===== src/rtl/alu_pkg.sv =====
// alu_pkg: shared ALU definitions (FSM state encoding, default widths, counter sizing).
package alu_pkg;

  typedef enum logic {
    ST_IDLE = 1'b0,
    ST_BUSY = 1'b1
  } state_e;

  localparam int unsigned N_DEFAULT = 32;
  localparam int unsigned W_DEFAULT = 8;

  // Bits needed to count v values; never less than one so a 1-chunk counter still exists.
  function automatic int unsigned clog2(input int unsigned v);
    int unsigned r;
    r = 0;
    while ((32'd1 << r) < v) r++;
    return (r == 0) ? 1 : r;
  endfunction

endpackage


===== src/rtl/rca_serial_fac.sv =====
// fac: 1-bit full adder cell used to build the per-cycle chunk adder.
module fac (
  input  logic a,
  input  logic b,
  input  logic c,
  output logic s,
  output logic co
);

  assign s  = a ^ b ^ c;
  assign co = (a & b) | (c & (a ^ b));

endmodule


===== src/rtl/rca_serial.sv =====
// rca_serial: multi-cycle ripple-carry adder computing a + b + cin over n bits, W bits per clock.
// Start/done slave: start sampled in idle, done pulses once when res/cout/overflow update.
// Optional macro RCA_SERIAL_SUB_EN adds port 'sub' selecting a - b - cin (cout = borrow).
module rca_serial
  import alu_pkg::*;
#(
  parameter int unsigned n = N_DEFAULT,
  parameter int unsigned W = W_DEFAULT
) (
  input  logic         clk,
  input  logic         rst,
  input  logic         start,
  input  logic [n-1:0] a,
  input  logic [n-1:0] b,
  input  logic         cin,
`ifdef RCA_SERIAL_SUB_EN
  input  logic         sub,
`endif
  output logic         busy,
  output logic         done,
  output logic [n-1:0] res,
  output logic         cout,
  output logic         overflow
);

  localparam int unsigned NCHUNK = n / W;
  localparam int unsigned CW     = clog2(NCHUNK);

  if ((n % W) != 0) begin : g_bad_w
    $error("rca_serial: n must be a multiple of W");
  end

  state_e        st_q;
  logic [CW-1:0] cnt_q;
  logic [n-1:0]  a_q;
  logic [n-1:0]  b_q;
  logic          carry_q;
`ifdef RCA_SERIAL_SUB_EN
  logic          sub_q;
`endif

  logic [W:0]    c;
  logic [W-1:0]  sum;
  logic [n-1:0]  r_next;

  // Chunk adder: W full adders rippling from the carry register.
  assign c[0] = carry_q;
  for (genvar i = 0; i < W; i++) begin : g_fac
    fac u_fac (
      .a (a_q[i]),
      .b (b_q[i]),
      .c (c[i]),
      .s (sum[i]),
      .co(c[i+1])
    );
  end

  // Result shifter holds the n-W bits of earlier chunks; the current chunk completes the word.
  if (W == n) begin : g_one_chunk
    assign r_next = sum;
  end else begin : g_multi_chunk
    logic [n-W-1:0] part_q;

    // Shift each finished chunk in from the top while busy
    always_ff @(posedge clk) begin
      if (rst) begin
        part_q <= '0;
      end else if (st_q == ST_BUSY) begin
        part_q <= r_next[n-1:W];
      end
    end

    assign r_next = {sum, part_q};
  end

  // FSM, chunk counter, operand shifters and registered outputs
  always_ff @(posedge clk) begin
    if (rst) begin
      st_q     <= ST_IDLE;
      cnt_q    <= '0;
      a_q      <= '0;
      b_q      <= '0;
      carry_q  <= 1'b0;
`ifdef RCA_SERIAL_SUB_EN
      sub_q    <= 1'b0;
`endif
      busy     <= 1'b0;
      done     <= 1'b0;
      res      <= '0;
      cout     <= 1'b0;
      overflow <= 1'b0;
    end else begin
      done <= 1'b0;
      unique case (st_q)
        ST_IDLE: begin
          if (start) begin
            a_q     <= a;
`ifdef RCA_SERIAL_SUB_EN
            // a - b - cin == a + ~b + ~cin
            b_q     <= sub ? ~b : b;
            carry_q <= sub ? ~cin : cin;
            sub_q   <= sub;
`else
            b_q     <= b;
            carry_q <= cin;
`endif
            cnt_q   <= '0;
            busy    <= 1'b1;
            st_q    <= ST_BUSY;
          end
        end
        ST_BUSY: begin
          a_q     <= a_q >> W;
          b_q     <= b_q >> W;
          carry_q <= c[W];
          cnt_q   <= cnt_q + 1'b1;
          if (cnt_q == CW'(NCHUNK - 1)) begin
            st_q     <= ST_IDLE;
            cnt_q    <= '0;
            busy     <= 1'b0;
            done     <= 1'b1;
            res      <= r_next;
            overflow <= c[W] ^ c[W-1];
`ifdef RCA_SERIAL_SUB_EN
            cout     <= c[W] ^ sub_q;
`else
            cout     <= c[W];
`endif
          end
        end
        default: st_q <= ST_IDLE;
      endcase
    end
  end

endmodule


===== config.mk =====
export PLATFORM = sky130hd
export DESIGN_NAME = rca_serial
export DESIGN_NICKNAME = d
export VERILOG_FILES = /design/src/rtl/alu_pkg.sv /design/src/rtl/rca_serial_fac.sv /design/src/rtl/rca_serial.sv
export SDC_FILE = /design/constraint.sdc
export NUM_CORES = 1
export LEC_CHECK = 0
export BUFFER_PORTS_ARGS = -buffer_cell sky130_fd_sc_hd__buf_2
export CAP_MARGIN = 0
export CORE_ASPECT_RATIO = 0.75
export CORE_UTILIZATION = 35
export DETAILED_ROUTE_END_ITERATION = 10
export HOLD_SLACK_MARGIN = 0.15
export PLACE_DENSITY_LB_ADDON = 0.2
export SLEW_MARGIN = 25
export SYNTH_ARGS = -nofsm -noshare
export SYNTH_HDL_FRONTEND = slang
export SYNTH_SLANG_ARGS = --single-unit

===== constraint.sdc =====
create_clock -name clk -period 7 [get_ports clk]
set_input_delay 1.4 -clock clk [delete_from_list [all_inputs] [get_ports clk]]
set_output_delay 1.4 -clock clk [all_outputs]
set_load 0.01 [all_outputs]

==> out/qor.log <==
INFO  run_status     status=completed
INFO  yosys          mappedNetlistNets=613
INFO  yosys          synthesized_area_per_cell=10.3squm
INFO  floorplan      fp-row-count=39
INFO  detailed_routing drt_iter0_markers=240
INFO  yosys          synth.area.mux_share=15.8%
INFO  power          cell_internal_pwr=1.51mW
INFO  timing         worst_slew_margin_rel=38.0%
INFO  layout         number_of_nets_in_the_layout=689
INFO  detailed_routing post_drt_via_cell_ratio=4.82
INFO  critical_path  path_class=register to register
INFO  yosys          synth-seq-area-share=46.6%
INFO  power          netSwitchingPower=444uW
INFO  timing         period_minus_slack=4.25ns
INFO  critical_path  critPathCaptureType=register
INFO  timing         worst_clock_skew=0.00989ns
INFO  yosys          synth_area_in_simple_gates=12.2%
INFO  clocking       clkLatencyLatePin=0.42ns
INFO  detailed_routing drc=0
INFO  clocking       resized_after_cts=0
INFO  power          combPwrFrac=8.6%
INFO  floorplan      design.portCount=104
INFO  clocking       clk_pin_slew=0.05ns
INFO  global_route   global_route.usage.total=16.9%
INFO  power          peakVddDrop=0.000188V
INFO  clocking       post-cts-setup-buffer-count=0
INFO  global_route   grt_pass1_vias=3976
INFO  place          numPortBuffers=103
INFO  timing         clock.fmax=235MHz
INFO  critical_path  arrival=4.58ns
INFO  floorplan      die_x_extent=147um
INFO  floorplan      core_area=0.0153sqmm
INFO  layout         ff_latch_area=0.00257sqmm
INFO  clocking       postCtsHoldBufs=0
INFO  yosys          synth_compound_area_share=16.5%
INFO  global_route   grt_first_pass_wirelength=21100um
INFO  yosys          synth-xor-area-share=0.159%
INFO  job            maxCapViolCount=0
INFO  clocking       htree_levels=4
INFO  critical_path  cp_common_cell=sky130_fd_sc_hd__fa_1
INFO  power          power.density_cell_area=291mW/mm^2
INFO  layout         top_library_cells_by_usage_in_the_layout_fill_and_taps_aside=127 x sky130_fd_sc_hd__dfxtp_1, 101 x sky130_fd_sc_hd__buf_2, 87 x sky130_fd_sc_hd__mux2i_1, 53 x sky130_fd_sc_hd__a211oi_1, 48 x sky130_fd_sc_hd__nor2b_1
INFO  floorplan      floorplan.initialDensity=36.0%
INFO  floorplan      die_h=111um
INFO  yosys          number_of_distinct_library_cell_variants_in_the_gate_level_netlist_after_synthesis=26
INFO  global_route   maximum_number_of_pins_on_one_net_before_global_route_repair=82
INFO  place          hpwl=8680um
INFO  clocking       cts_tree=yes
INFO  yosys          synth_fa_ha_area_share=3.14%
INFO  layout         area_growth=22.2%
INFO  clocking       cts-root-buf=sky130_fd_sc_hd__clkbuf_16
INFO  global_route   grt_antenna_before_repair=0
INFO  clocking       cts-buffers-inserted=17
INFO  layout         drive_above_1_share=27.4%
INFO  layout         final_core_util=44.0%
INFO  detailed_routing avgRoutedWirePerCell=15.8um
INFO  yosys          synthCells=536
INFO  critical_path  timing.critical_path.from_type=register
INFO  yosys          main_combinational_cell_family_by_area_after_synthesis=compound AO/OA/AOI/OAI gates
INFO  timing         number_of_hold_violations_in_the_final_report=0
INFO  timing         max_slew.worst_pin.slew=0.929ns
INFO  layout         nFillCells=1482
INFO  power          power_frac_seq=40.8%
INFO  detailed_routing postRouteWirelength=13100um
INFO  layout         number_of_antenna_diodes=0
INFO  power          netSwitchingFraction=22.7%
INFO  timing         fin_setup_tns=0ns
INFO  critical_path  critical_path.max_stage_delay=0.47ns
INFO  detailed_routing first_pass_iters=4
INFO  clocking       clock_tree.buffer_depth=2
INFO  floorplan      dieArea=0.0162sqmm
INFO  timing         report.final.slew_viol_count=0
INFO  yosys          syn-cell-area=0.00550sqmm
INFO  global_route   overflow=0
INFO  clocking       clock_sink_count=128
INFO  detailed_routing drtAntennaViolNets=0
INFO  power          total_leakage_power=2.91nW
INFO  timing         finalSetupViolCount=0
INFO  timing         grt_setup_unrepaired=no
INFO  hold_path      path_class_of_the_lowest_slack_min_delay_path=register to register
INFO  layout         multi_input_area=0.00263sqmm
INFO  power          fraction_of_power_consumed_by_the_clock_network=50.6%
INFO  yosys          yosysWarningCount=0
INFO  place          gpl.final_weighted_congestion=0.815
INFO  critical_path  worst_path_max_delay_cell=sky130_fd_sc_hd__fa_1
INFO  critical_path  timing.critical_path.required=7.32ns
INFO  critical_path  critical_path.max_fanout=2
INFO  layout         leading_cell_type_in_the_layout_fill_and_taps_excluded=sky130_fd_sc_hd__dfxtp_1
INFO  detailed_routing dr_total_vias=3997
INFO  timing         timing.final.crit_share=60.8%
INFO  critical_path  cp_cell_sequence=inv_1 > fa_1 > inv_1 > fa_1 > fa_1 > fa_1 > fa_1 > fa_1 > fa_1 > inv_1 > fa_1 > a211oi_1
INFO  yosys          ys_ff_latch=128
worst max-delay path: cells and delay by family, from the launching register on:
family	cells	cell delay, ns
AO/OA/AOI/OAI	1	0.25
flip-flops	1	0.31
buffers and inverters	3	0.24
adder cells (fa/ha/maj)	8	3.36
per-layer routing:
metal	vias to the layer above	track usage (%)	wire length [um]
li1	2030	-	-
met1	1879	25.1	7070
met2	77	22.7	5280
met3	11	4.83	604
met4	0	6.04	157
met5	-	0	0
synth_stat cells:
cell	n	area share, %
sky130_fd_sc_hd__dfxtp_1	128	47
sky130_fd_sc_hd__mux2i_1	87	16
sky130_fd_sc_hd__a211oi_1	53	7.2
sky130_fd_sc_hd__nor2b_1	48	5.5
sky130_fd_sc_hd__nor2_1	41	2.8
sky130_fd_sc_hd__a21oi_1	37	3.4
sky130_fd_sc_hd__a21bo_2	31	5.6
sky130_fd_sc_hd__nand3_1	30	2.7
sky130_fd_sc_hd__clkbuf_1	24	1.6
sky130_fd_sc_hd__buf_2	11	1.0
sky130_fd_sc_hd__buf_4	11	1.5
sky130_fd_sc_hd__fa_1	8	2.9
sky130_fd_sc_hd__inv_1	8	0.55
sky130_fd_sc_hd__buf_6	4	0.82
sky130_fd_sc_hd__nand2b_1	3	0.34
sky130_fd_sc_hd__or3b_1	2	0.32
sky130_fd_sc_hd__a21o_1	1	0.14
sky130_fd_sc_hd__and2_1	1	0.11
sky130_fd_sc_hd__ha_1	1	0.23
sky130_fd_sc_hd__inv_2	1	0.068
sky130_fd_sc_hd__nand2_1	1	0.068
sky130_fd_sc_hd__nand3b_1	1	0.14
sky130_fd_sc_hd__nor3_1	1	0.091
sky130_fd_sc_hd__o22ai_1	1	0.11
sky130_fd_sc_hd__or2_1	1	0.11
sky130_fd_sc_hd__xor2_1	1	0.16
flip-flops by register name (all words and copies together), names as in the netlist:
signal / cells
a_q: 32
b_q: 32
res: 32
g_multi_chunk.part_q: 24
cnt_q: 2
busy: 1
carry_q: 1
cout: 1
done: 1
overflow: 1
st_q: 1
stage by stage:
step	power, mW	instance area (sq um)	std cells	hold WS, ns	setup WS (ns)
2_1_floorplan	0.929	5500	536	0.456	2.95
3_3_place_gp	0.978	6030	797	0.474	2.86
3_5_place_dp	0.984	6050	798	0.476	2.74
4_1_cts	1.98	6710	829	0.484	2.71
5_1_grt	2.04	6720	829	0.503	2.52
6_report	1.96	6720	829	0.483	2.75
power by group through the flow:
stage | Combinational (mW) | Clock (mW) | Sequential (mW)
after detailed placement | 0.169 | 0 | 0.814
after global routing | 0.188 | 1.05 | 0.803
after floorplan | 0.130 | 0 | 0.799
after CTS | 0.171 | 1.01 | 0.799
after global placement | 0.165 | 0 | 0.813
final | 0.168 | 0.991 | 0.798
final timing paths:
check | startpoint | to | slack, ns | cells past startpoint
setup / recovery | carry_q$_SDFFE_PP0P_ | g_multi_chunk.part_q[23]$_SDFFE_PP0P_ | 2.75 | 12
setup reg to reg | carry_q$_SDFFE_PP0P_ | g_multi_chunk.part_q[23]$_SDFFE_PP0P_ | 2.75 | 12
hold / removal | g_multi_chunk.part_q[3]$_SDFFE_PP0P_ | res[3]$_SDFFE_PP0P_ | 0.48 | 2
hold reg to reg | g_multi_chunk.part_q[3]$_SDFFE_PP0P_ | res[3]$_SDFFE_PP0P_ | 0.48 | 2
cell type report:
cell class	count	share of cell area (%)
clock inverters	9	2.65
repair buffers	107	8.44
inverters	9	0.503
flip-flops and latches	128	38.2
clock buffers	22	7.21
multi-input cells	349	39.2
well taps	205	3.82
cells by family after synthesis:
| logic type | Yosys count |
|---|---|
| AND/OR/NAND/NOR | 129 |
| adder cells (fa/ha/maj) | 9 |
| multiplexers | 87 |
| flip-flops | 128 |
| XOR/XNOR | 1 |
| buffers and inverters | 59 |
| AO/OA/AOI/OAI | 123 |
Power figures use the tool's default switching activity.
